<file path="config.mk">
export PLATFORM = sky130hd
export DESIGN_NAME = vga_sync_gen_flat
export DESIGN_NICKNAME = d
export VERILOG_FILES = /design/src/rtl/vga_pkg.sv /design/src/rtl/vga_sync_gen_if.sv /design/src/rtl/vga_axis_fsm.sv /design/src/rtl/vga_sync_gen.sv /design/src/flat_wrapper.sv
export SDC_FILE = /design/constraint.sdc
export NUM_CORES = 1
export LEC_CHECK = 0
export ABC_AREA = 0
export CAP_MARGIN = 40
export CORE_MARGIN = 5
export CORE_UTILIZATION = 52
export DETAILED_ROUTE_END_ITERATION = 6
export PLACE_DENSITY = 0.79
export SLEW_MARGIN = 20
export SYNTH_ARGS = -nofsm -noshare
export SYNTH_HDL_FRONTEND = slang
export SYNTH_SLANG_ARGS = --single-unit
</file>
<file path="constraint.sdc">
create_clock -name clk -period 2.5 [get_ports clk]
set_input_delay 0.375 -clock clk [delete_from_list [all_inputs] [get_ports clk]]
set_output_delay 0.375 -clock clk [all_outputs]
set_load 0.03 [all_outputs]
</file>
<file path="src/rtl/vga_pkg.sv">
// vga_pkg: 640x480@60 timing constants and the sync region type.
// Shared by vga_sync_gen (optional test pattern: VGA_TEST_PATTERN_EN).
package vga_pkg;

  typedef enum logic [1:0] {
    ACT,
    FRONT,
    SYNC,
    BACK
  } sync_state_t;

  localparam int VGA_H_ACTIVE = 640;
  localparam int VGA_H_FP     = 16;
  localparam int VGA_H_SYNC   = 96;
  localparam int VGA_H_BP     = 48;
  localparam int VGA_V_ACTIVE = 480;
  localparam int VGA_V_FP     = 10;
  localparam int VGA_V_SYNC   = 2;
  localparam int VGA_V_BP     = 33;

  localparam int VGA_H_TOTAL =
    VGA_H_ACTIVE + VGA_H_FP + VGA_H_SYNC + VGA_H_BP;
  localparam int VGA_V_TOTAL =
    VGA_V_ACTIVE + VGA_V_FP + VGA_V_SYNC + VGA_V_BP;

  localparam int VGA_HW = $clog2(VGA_H_TOTAL);
  localparam int VGA_VW = $clog2(VGA_V_TOTAL);

  localparam int RGB_W = 12;

endpackage

</file>
<file path="src/rtl/vga_sync_gen_if.sv">
// vga_sync_gen_if: raster timing bundle from the sync generator
// to the pixel/colour stage.
interface vga_sync_gen_if
  import vga_pkg::*;
#(
  parameter int HW = VGA_HW,
  parameter int VW = VGA_VW
);

  logic             hsync;
  logic             vsync;
  logic             video_on;
  logic [HW-1:0]    pixel_x;
  logic [VW-1:0]    pixel_y;
  logic             frame_start;
  logic [RGB_W-1:0] rgb;

  modport master (
    output hsync,
    output vsync,
    output video_on,
    output pixel_x,
    output pixel_y,
    output frame_start,
    output rgb
  );

  modport slave (
    input hsync,
    input vsync,
    input video_on,
    input pixel_x,
    input pixel_y,
    input frame_start,
    input rgb
  );

endinterface

</file>
<file path="src/rtl/vga_axis_fsm.sv">
// vga_axis_fsm: one raster axis, a position counter plus its
// ACT/FRONT/SYNC/BACK region, advanced only when step is high.
module vga_axis_fsm
  import vga_pkg::*;
#(
  parameter int W = 10
) (
  input  logic        clk,
  input  logic        rst,
  input  logic        step,
  input  logic [W-1:0] len_act,
  input  logic [W-1:0] len_fp,
  input  logic [W-1:0] len_sync,
  input  logic [W-1:0] len_bp,
  output logic [W-1:0] count,
  output sync_state_t state,
  output logic        wrap
);

  logic [W-1:0] e_act;
  logic [W-1:0] e_fp;
  logic [W-1:0] e_sync;
  logic [W-1:0] e_bp;
  logic [W-1:0] count_nx;
  sync_state_t  state_nx;

  // Last position of each region; the region switches on the
  // same edge the counter leaves it, so state tracks count.
  assign e_act  = len_act - W'(1);
  assign e_fp   = len_act + len_fp - W'(1);
  assign e_sync = len_act + len_fp + len_sync - W'(1);
  assign e_bp   = len_act + len_fp + len_sync + len_bp - W'(1);

  assign wrap = step && (count == e_bp);

  always_ff @(posedge clk or posedge rst) begin
    if (rst) begin
      count <= '0;
      state <= ACT;
    end else begin
      count <= count_nx;
      state <= state_nx;
    end
  end

  always_comb begin
    count_nx = count;
    state_nx = state;
    if (step) begin
      count_nx = wrap ? '0 : count + W'(1);
      unique case (state)
        ACT:   if (count == e_act)  state_nx = FRONT;
        FRONT: if (count == e_fp)   state_nx = SYNC;
        SYNC:  if (count == e_sync) state_nx = BACK;
        BACK:  if (wrap)            state_nx = ACT;
        default: state_nx = ACT;
      endcase
    end
  end

endmodule

</file>
<file path="src/rtl/vga_sync_gen.sv">
// vga_sync_gen: VGA raster timing with registered, aligned outputs.
// Define VGA_TEST_PATTERN_EN for the 8-bar colour test pattern.
module vga_sync_gen
  import vga_pkg::*;
#(
  parameter int H_ACTIVE = VGA_H_ACTIVE,
  parameter int H_FP     = VGA_H_FP,
  parameter int H_SYNC   = VGA_H_SYNC,
  parameter int H_BP     = VGA_H_BP,
  parameter int V_ACTIVE = VGA_V_ACTIVE,
  parameter int V_FP     = VGA_V_FP,
  parameter int V_SYNC   = VGA_V_SYNC,
  parameter int V_BP     = VGA_V_BP,
  parameter bit HS_POL   = 1'b0,
  parameter bit VS_POL   = 1'b0
) (
  input logic            clk,
  input logic            rst,
  vga_sync_gen_if.master vif
);

  localparam int H_TOTAL = H_ACTIVE + H_FP + H_SYNC + H_BP;
  localparam int V_TOTAL = V_ACTIVE + V_FP + V_SYNC + V_BP;
  localparam int HW      = $clog2(H_TOTAL);
  localparam int VW      = $clog2(V_TOTAL);

  logic [HW-1:0] h_cnt;
  logic [VW-1:0] v_cnt;
  sync_state_t   h_st;
  sync_state_t   v_st;
  logic          h_wrap;
  logic          v_wrap;
  logic          vid;

  vga_axis_fsm #(.W(HW)) u_h (
    .clk      (clk),
    .rst      (rst),
    .step     (1'b1),
    .len_act  (HW'(H_ACTIVE)),
    .len_fp   (HW'(H_FP)),
    .len_sync (HW'(H_SYNC)),
    .len_bp   (HW'(H_BP)),
    .count    (h_cnt),
    .state    (h_st),
    .wrap     (h_wrap)
  );

  vga_axis_fsm #(.W(VW)) u_v (
    .clk      (clk),
    .rst      (rst),
    .step     (h_wrap),
    .len_act  (VW'(V_ACTIVE)),
    .len_fp   (VW'(V_FP)),
    .len_sync (VW'(V_SYNC)),
    .len_bp   (VW'(V_BP)),
    .count    (v_cnt),
    .state    (v_st),
    .wrap     (v_wrap)
  );

  assign vid = (h_st == ACT) && (v_st == ACT);

  logic          hs_q;
  logic          vs_q;
  logic          von_q;
  logic          fs_q;
  logic          org_q;
  logic [HW-1:0] px_q;
  logic [VW-1:0] py_q;

  // org_q marks that the counters sit at (0,0): out of reset
  // or right after the frame wrap.
  always_ff @(posedge clk or posedge rst) begin
    if (rst) begin
      hs_q  <= ~HS_POL;
      vs_q  <= ~VS_POL;
      von_q <= 1'b0;
      fs_q  <= 1'b0;
      org_q <= 1'b1;
      px_q  <= '0;
      py_q  <= '0;
    end else begin
      hs_q  <= (h_st == SYNC) ? HS_POL : ~HS_POL;
      vs_q  <= (v_st == SYNC) ? VS_POL : ~VS_POL;
      von_q <= vid;
      fs_q  <= org_q;
      org_q <= v_wrap;
      px_q  <= h_cnt;
      py_q  <= v_cnt;
    end
  end

  assign vif.hsync       = hs_q;
  assign vif.vsync       = vs_q;
  assign vif.video_on    = von_q;
  assign vif.frame_start = fs_q;
  assign vif.pixel_x     = px_q;
  assign vif.pixel_y     = py_q;

`ifdef VGA_TEST_PATTERN_EN
  localparam int BAR_W = H_ACTIVE / 8;

  logic [2:0]       bar;
  logic [RGB_W-1:0] rgb_q;

  assign bar = 3'(h_cnt / HW'(BAR_W));

  always_ff @(posedge clk or posedge rst) begin
    if (rst) begin
      rgb_q <= '0;
    end else if (vid) begin
      rgb_q <= {{4{bar[2]}}, {4{bar[1]}}, {4{bar[0]}}};
    end else begin
      rgb_q <= '0;
    end
  end

  assign vif.rgb = rgb_q;
`else
  assign vif.rgb = '0;
`endif

endmodule

</file>
<file path="src/flat_wrapper.sv">
// flat-port wrapper written by rule: the top's interface ports become plain ports
module vga_sync_gen_flat import vga_pkg::*;
#(
  parameter int H_ACTIVE = VGA_H_ACTIVE,
  parameter int H_FP     = VGA_H_FP,
  parameter int H_SYNC   = VGA_H_SYNC,
  parameter int H_BP     = VGA_H_BP,
  parameter int V_ACTIVE = VGA_V_ACTIVE,
  parameter int V_FP     = VGA_V_FP,
  parameter int V_SYNC   = VGA_V_SYNC,
  parameter int V_BP     = VGA_V_BP,
  parameter bit HS_POL   = 1'b0,
  parameter bit VS_POL   = 1'b0
)
  (clk, rst, vif_hsync, vif_vsync, vif_video_on, vif_pixel_x, vif_pixel_y, vif_frame_start, vif_rgb);
  vga_sync_gen_if vif_i ();
  input logic clk;
  input logic rst;
  output wire logic [$bits(vif_i.hsync)-1:0] vif_hsync;
  output wire logic [$bits(vif_i.vsync)-1:0] vif_vsync;
  output wire logic [$bits(vif_i.video_on)-1:0] vif_video_on;
  output wire logic [$bits(vif_i.pixel_x)-1:0] vif_pixel_x;
  output wire logic [$bits(vif_i.pixel_y)-1:0] vif_pixel_y;
  output wire logic [$bits(vif_i.frame_start)-1:0] vif_frame_start;
  output wire logic [$bits(vif_i.rgb)-1:0] vif_rgb;
  assign vif_hsync = vif_i.hsync;
  assign vif_vsync = vif_i.vsync;
  assign vif_video_on = vif_i.video_on;
  assign vif_pixel_x = vif_i.pixel_x;
  assign vif_pixel_y = vif_i.pixel_y;
  assign vif_frame_start = vif_i.frame_start;
  assign vif_rgb = vif_i.rgb;
  vga_sync_gen #(.H_ACTIVE(H_ACTIVE), .H_FP(H_FP), .H_SYNC(H_SYNC), .H_BP(H_BP), .V_ACTIVE(V_ACTIVE), .V_FP(V_FP), .V_SYNC(V_SYNC), .V_BP(V_BP), .HS_POL(HS_POL), .VS_POL(VS_POL)) u_core (.clk(clk), .rst(rst), .vif(vif_i));
endmodule
</file>
# == Word-level counts from Yosys, hierarchy flattened ==
# Index checks and enable logic that the tools add are counted.
# totals
output_inout_bits,36
wordCells,55
reg_bits,49
# op_classes
eq_ne,22
reduce_logical,6
addsub,2
n_mux,14
# op_table
cell,n
equality test 10 bit (second input constant),5
equality test 10 x 9 -> 1 bit (second input constant),3
adder 10 x 1 -> 10 bit (second input constant),2
two-way mux 10 bit,2
two-way mux 2 bit,8
!= test 2 bit (second input constant),8
one-hot mux 2 bit (4 select lines),2
equality test 2 bit (second input constant),4
AND reduction 5 bit,1
equality test 2 x 1 -> 1 bit (second input constant),2
logical NOT 2 bit,2
AND reduction 4 bit,1
logical AND 1 bit,2
two-way mux 1 bit,2

# == Depth between registers and ports, before layout ==
# Gate-level depths: netlist (run 1).
# depth
depth_word,4
depth_mapped,7

# == Modules after synthesis ==
# Synthesis (run 1) repeated with hierarchy kept, for this count alone.
# hier_totals
hier_cells,851
area_unflattened_um2,6944.2
# by_module_without_submodules
mod,area_each_um2,cells_per_inst,n_inst
vga_axis_fsm at u_core.u_h,3129.3,410,1
vga_axis_fsm at u_core.u_v,3059.2,398,1
vga_sync_gen,755.7,43,1

# == Least setup slack after synthesis (run 1) ==
# Ideal clock, no wire load.
# synth_path
path_kind,flip-flop to flip-flop
start,register u_core.u_h.count[0]
end,register u_core.u_h.state[1]
path_buffers,1
setup_ns,0.128
path_slack_ns,0.669
arrival_time_ns,1.704
path_stages_with_launch,8
path_cell_list,dfrtp_1 -> ha_1 -> and3_1 -> clkbuf_1 -> nand3_1 -> a21oi_1 -> o211ai_1 -> mux2_1
# synth_between
elab_chain_cells,3
word_cells_on_any_way,9
cone_classes,eq/ne (8); reduce/logical (1)
# synth_rtl
item,line,source
start: declaration,vga_axis_fsm.sv:15,"output logic [W-1:0] count,"
start signal: assignment,vga_axis_fsm.sv:41,count <= count_nx;
"equality test 10 bit, on equally long branches",n/a,
!= test 2 bit (no source line),n/a,
AND reduction 4 bit (no source line) (*),n/a,
end signal: assignment,vga_axis_fsm.sv:42,state <= state_nx;
end: declaration,vga_axis_fsm.sv:16,"output sync_state_t state,"
# Every way passes the cells marked *; elsewhere a longest branch is shown, timed or not.
# A chain may end at the register's enable or synchronous reset.

# == Worst setup path after layout (run 1) ==
# layout_path
start,register u_core.u_h.count[6]
end,register u_core.u_v.state[1]
# layout_between
elab_chain_cells,4
# layout_rtl
item,line,source
equality test 10 bit (*),vga_axis_fsm.sv:34,assign wrap = step && (count == e_bp);
logical AND 1 bit,vga_axis_fsm.sv:34,
!= test 2 bit (no source line),n/a,
AND reduction 5 bit (no source line) (*),n/a,
end signal: assignment,vga_axis_fsm.sv:42,
end: declaration,vga_axis_fsm.sv:16,
# Marks and branches as above.

==> impl_metrics.env, run 1 <==
export IMPL_syn_area_um2=2191
export IMPL_coreArea_um2=4029
export IMPL_numPortBuffers=25
export IMPL_syn_inst=185
export IMPL_routedWlPerCell_um=13.30
export IMPL_gp_congestion=0.7967
export IMPL_crit_fanout=14
export IMPL_antenna_cells=0
export IMPL_via_count=1369
export IMPL_cts_sinks=49
export IMPL_status="complete, no violations"
export IMPL_total_power_w=0.001396
export IMPL_yosysUniqueCellTypes=41
export IMPL_cts_tree="done"
export IMPL_cts_hold_buf=0
export IMPL_leakagePower_nw=1.232
export IMPL_cts_root_buf="clkbuf_8"
export IMPL_row_count=23
export IMPL_pin_count=38
export IMPL_crit_path_max_incr_delay_ns=0.47
export IMPL_synth_area_leaders="dfrtp_1, ha_1, buf_4"
export IMPL_grt_start_max_net_pins=50
export IMPL_rsz0062_at_grt="false"
export IMPL_grt_util_all_layers_pct=13.70
export IMPL_ant_nets=0
export IMPL_antenna_found_initial=0
export IMPL_finalNetCount=231
export IMPL_synth_area_per_cell_um2=11.84
export IMPL_synth_edf_count=0
export IMPL_slowest_stage="dfrtp_1"
export IMPL_required_ns=2.70
export IMPL_fill_cells=297
export IMPL_fp_dieW_um=74.91
export IMPL_min_period_ns=1.923
export IMPL_powerDensity_nw_per_um2=541.7
export IMPL_ctsHtreeMaxLevel=2
export IMPL_dp_hpwl_um=2520
export IMPL_yosysTopAreaCell="dfrtp_1"
export IMPL_grt_overflow_total=0
export IMPL_detailedPlace_worstSlack_ns=0.5694
export IMPL_cp_end_kind="register"
export IMPL_hold_class="reg2reg"
export IMPL_clk_latency_ns=0.30
export IMPL_multi_input_area_um2=843.3
export IMPL_worstPathArrival_ns=2.12
export IMPL_start_util_pct=54.38
export IMPL_criticalPathCategory="reg2reg"
export IMPL_fmax_ghz=0.5200
export IMPL_setup_tns_final_ns=0
export IMPL_drc=0
export IMPL_yosysWarnings=0
export IMPL_async_flop_share_pct=100.0
export IMPL_finClkSkew_ns=0.01162
export IMPL_drt_iter0_drc=105
export IMPL_ir_drop_uv=362.9
export IMPL_areaGrowthSynthToFinish_pct=17.65
export IMPL_totalWireLength_um=3538
export IMPL_setup_violations=0
export IMPL_worst_slack_ns=0.5769
export IMPL_drive_above_1_share_pct=8.796
export IMPL_final_max_slew_viol_count=0
export IMPL_layout_worst_path_cycle_share_pct=76.92
export IMPL_cts_resized=0
export IMPL_cap_violations=0
export IMPL_viasPerCell=5.147
export IMPL_grt_pass1_vias=1320
export IMPL_synth_ff_type="dfrtp_1"
export IMPL_timing_final_hold_violations=0
export IMPL_post_cts_buffers=0
export IMPL_critPathBufInv=0
export IMPL_die_area_um2=5612
export IMPL_clkTransAtPathRegs_ns=0.10
export IMPL_dieHeight_um=74.91
export IMPL_clock_path_buffers=2
export IMPL_worst_setup_path_start_kind="register"
export IMPL_place_inst=258
export IMPL_grt_pass1_wl_um=5975
export IMPL_synth_seq_cells=49
export IMPL_ys_seq_area_share_pct=56.14
export IMPL_layoutNonFillerInstCount=266
export IMPL_cp_cell_sequence="and4bb_1 > nand4b_4 > a221oi_2 > nand4_1 > mux2_1"
export IMPL_seq_area_um2=1230
export IMPL_synth_top_cell_area_share_pct=52.54
export IMPL_cts_buffers=5
export IMPL_cp_top_family="simple AND/OR/NAND/NOR gates"
export IMPL_dr_pass1_iters=4
final cells by class:
type / count / share of cell area, %
well taps: 50 / 2.427
clock buffers: 5 / 2.670
flip-flops and latches: 49 / 47.72
inverters: 13 / 1.893
multi-input cells: 119 / 32.72
clock inverters: 3 / 1.796
repair buffers: 27 / 10.78
stage by stage:
step | area [um^2] | utilization [%] | hold WS (ns)
3_5_place_dp | 2462 | 61.12 | 0.3810
6_report | 2577 | 63.98 | 0.3920
5_1_grt | 2577 | 63.98 | 0.3990
4_1_cts | 2577 | 63.98 | 0.3932
2_1_floorplan | 2232 | - | 0.3487
3_3_place_gp | 2462 | 61.12 | 0.3797
cell usage in the layout, fill, tap and decap left out, types with 2 or more instances in the layout:
cell and count:
mux2i_1 2, nand3_1 9, nand4_1 3, o31ai_1 2, nand2_1 10, conb_1 12
clkbuf_8 5, nand4b_1 2, and3_1 4, a21oi_1 3, nor3_1 5, mux2_1 2
dfrtp_1 46, o21ai_0 2, and2_1 3, xor2_1 8, ha_1 14, nor2_1 14
o21ai_1 4, dfstp_2 3, xnor2_1 4, clkdlybuf4s50_1 25, inv_1 12
Yosys cell counts, types with 2 or more instances:
library cell and instances:
dfrtp_1 46, ha_1 14, nor2_1 14, inv_1 13
buf_4 12, nand2_1 10, nand3_1 9, xor2_1 8
nor3_1 5, and3_1 4, o21ai_1 4, xnor2_1 4
a21oi_1 3, and2_1 3, dfstp_2 3, nand4_1 3
mux2_1 2, mux2i_1 2, nand4b_1 2, o21ai_0 2
o31ai_1 2
layer usage:
metal	wire [um]	vias to the layer above	track usage, %
li1	-	667	-
met3	198	4	2.804
met4	48	0	5.336
met2	1627	31	21.47
met1	1665	667	18.74
met5	0	-	0
state kept, by name, indices dropped and copies added (netlist names):
register / count
u_core.org_q: 1
u_core.u_h.count: 10
u_core.u_h.state: 2
u_core.u_v.count: 10
u_core.u_v.state: 2
u_core.vif.frame_start: 1
u_core.vif.hsync: 1
u_core.vif.pixel_x: 10
u_core.vif.pixel_y: 10
u_core.vif.video_on: 1
u_core.vif.vsync: 1
path summary, 6_finish.rpt:
kind                       cells past startpoint                endpoint  slack, ns                 from
setup reg to reg                               5     u_core.u_v.state[1]       0.58  u_core.u_h.count[6]
hold reg to reg                                0  u_core.vif.frame_start       0.39         u_core.org_q
hold / removal                                 0  u_core.vif.frame_start       0.39         u_core.org_q
min in group asynchronous                      3   u_core.vif.pixel_y[1]       0.42                  rst
setup / recovery                               5     u_core.u_v.state[1]       0.58  u_core.u_h.count[6]
max in group asynchronous                      3            u_core.org_q       1.80                  rst
power by group:
part | internal, W | total, W | switching [W]
sequential | 0.000792 | 0.000792 | 0
clock | 0.000299 | 0.000560 | 0.000261
combinational | 0.00000484 | 0.0000439 | 0.0000390
cell families after synthesis:
family,Yosys count,synth area share (%)
compound gates,18,5.997
buf+inv,28,7.253
simple gates,59,15.71
fa+ha+maj,14,7.996
other cells,1,0.1712
mux,4,1.942
flops,49,56.14
xor+xnor,12,4.797
(Power assumes the default switching activity.)
==> inputs of run 2 (changes only) <==
clock period = 1.77 ns   (was 2.5 ns; I/O delays follow)
==> run 2 against run 1 <==
Register-to-register slack worse by 0.56 ns; non-clock buffer count rose by 23; design area up 8.3%; critical path depth unchanged; final cell count grew 8.6%; combinational power is 43% higher; clock power rose by 26%; largest cell class unchanged; power is 35% higher; via count grew 11%; critical endpoint unchanged.
==> impl_metrics.env, run 2 (synthesized netlist as in run 1, its figures left out) <==
export IMPL_status="complete, no violations"
export IMPL_r2r_slack_ns=0.02
export IMPL_dr_pass1_iters=4
export IMPL_pin_count=38
export IMPL_cts_root_buf="clkbuf_8"
export IMPL_r2r_end="u_core.u_v.state[1]"
export IMPL_coreArea_um2=4029
export IMPL_seq_power_share_pct=59.2
export IMPL_place_area_um2=2595
export IMPL_p_comb_share_pct=3.3
export IMPL_final_max_slew_viol_count=0
export IMPL_finalNetCount=254
export IMPL_antenna_cells=0
export IMPL_final_common_cell="dfrtp_1"
export IMPL_dieHeight_um=74.91
export IMPL_grt_pass1_vias=1461
export IMPL_fmax_ghz=0.5716
export IMPL_grt_pass1_wl_um=7031
export IMPL_whs_ns=0.3264
export IMPL_pwr_share_clk_pct=37.5
export IMPL_switchingPower_w=0.0004109
export IMPL_layout_worst_path_cycle_share_pct=98.84
export IMPL_criticalPathCategory="reg2reg"
export IMPL_most_common_layout_cells="dfrtp_1, clkdlybuf4s50_1, buf_4"
export IMPL_required_ns=1.96
export IMPL_min_period_ns=1.749
export IMPL_gp_congestion=0.8635
export IMPL_r2r_worst_path_cells=5
export IMPL_worstPathArrival_ns=1.94
export IMPL_dp_hpwl_um=2814
export IMPL_powerDensity_nw_per_um2=676.9
export IMPL_hold_class="in2async"
export IMPL_die_area_um2=5612
export IMPL_timing_final_hold_violations=0
export IMPL_clk_latency_ns=0.30
export IMPL_ant_nets=0
export IMPL_fin_area_um2=2791
export IMPL_setup_violations=0
export IMPL_fp_dieW_um=74.91
export IMPL_row_count=23
export IMPL_clock_path_buffers=2
export IMPL_finClkSkew_ns=0.009305
export IMPL_crit_path_max_incr_delay_ns=0.39
export IMPL_grt_start_max_net_pins=50
export IMPL_crit_fanout=6
export IMPL_place_inst=274
export IMPL_critical_path_startpoint="u_core.u_h.count[5]"
export IMPL_ir_drop_uv=308.4
export IMPL_leakagePower_nw=1.350
export IMPL_totalWireLength_um=4305
export IMPL_drc=0
export IMPL_via_count=1513
export IMPL_cp_cell_sequence="and4bb_1 > nand4b_4 > a221oi_2 > nand4_1 > mux2_4"
export IMPL_cap_violations=0
export IMPL_drive_above_1_share_pct=20.50
export IMPL_grt_util_all_layers_pct=16.65
export IMPL_drt_iter0_drc=103
export IMPL_antenna_found_initial=0
export IMPL_slowest_stage="dfrtp_1"
export IMPL_start_util_pct=54.38
export IMPL_routedWlPerCell_um=14.90
export IMPL_ctsHtreeMaxLevel=2
export IMPL_grt_overflow_total=0
export IMPL_cts_buffers=5
export IMPL_r2r_start="u_core.u_h.count[5]"
export IMPL_layoutNonFillerInstCount=289
export IMPL_viasPerCell=5.235
export IMPL_areaGrowthSynthToFinish_pct=27.41
export IMPL_cts_tree="done"
export IMPL_cp_end_kind="register"
export IMPL_clkTransAtPathRegs_ns=0.09
export IMPL_cts_hold_buf=0
export IMPL_worst_setup_path_start_kind="register"
export IMPL_power_switching_share_pct=21.74
export IMPL_cts_sinks=49
export IMPL_numPortBuffers=25
export IMPL_intPower_w=0.001479
## run 2: area by class of cell
| cell class | instances | area, um^2 |
|---|---|---|
| clock inverters | 1 | 5.005 |
| multi-input cells | 119 | 887.1 |
| clock buffers | 7 | 96.34 |
| flip-flops and latches | 49 | 1232 |
| inverters | 13 | 48.80 |
| well taps | 50 | 62.56 |
| repair buffers | 50 | 459.2 |
| fillers | 306 | 1237 |
## run 2: through the flow
step | setup TNS [ns] | util, % | total power [W] | worst slack [ns]
finish | 0 | 69.29 | 0.001890 | 0.02054
detailed placement | 0 | 64.41 | 0.001204 | 0.03393
floorplan | 0 | - | 0.001211 | 0.01443
CTS | 0 | 67.55 | 0.001909 | 0.0008569
global placement | 0 | 64.41 | 0.001203 | 0.09120
global route | -0.07605 | 69.29 | 0.001957 | -0.03514
## run 2: power by group through the flow
stage          clock network [W]  logic (W)  registers, W
2_1_floorplan                  0  0.0000699       0.00114
3_3_place_gp                   0  0.0000624       0.00114
3_5_place_dp                   0  0.0000634       0.00114
4_1_cts                 0.000727  0.0000634       0.00112
5_1_grt                 0.000769  0.0000690       0.00112
6_report                0.000708  0.0000628       0.00112
## run 2: how the worst max path moves through the flow
stage | endpoint | slack [ns] | cells after the start
after floorplan | u_core.u_h.state[1] | 0.01 | 7
after global placement | u_core.u_v.state[1] | 0.09 | 5
final | u_core.u_v.state[1] | 0.02 | 5
after detailed placement | u_core.u_v.state[1] | 0.03 | 5
after global routing | u_core.u_h.state[1] | -0.04 | 5
after CTS | u_core.u_v.state[1] | 0.0009 | 5
## run 2: critical path, delay by kind of cell (launching register included)
family | cells | cell delay (ns)
and+or+nand+nor | 3 | 0.69
AOI/OAI and AO/OA | 1 | 0.20
DFF | 1 | 0.39
muxes | 1 | 0.35
## run 2: routing by layer
metal  GRT usage (%)  vias up  routed length [um]
met2           24.56       55                1984
met1           22.63      737                1939
met5               0        -                   0
met4           8.696        0                 114
li1                -      708                   -
met3           4.272       13                 265
## run 2: timing repair
action | CTS | global route
pin swaps | 0 | 5
endpoints found under the hold margin | 0 | 0
setup buffers | 3 | 4
resized for setup | 2 | 9
endpoints found under the setup margin | 2 | 5
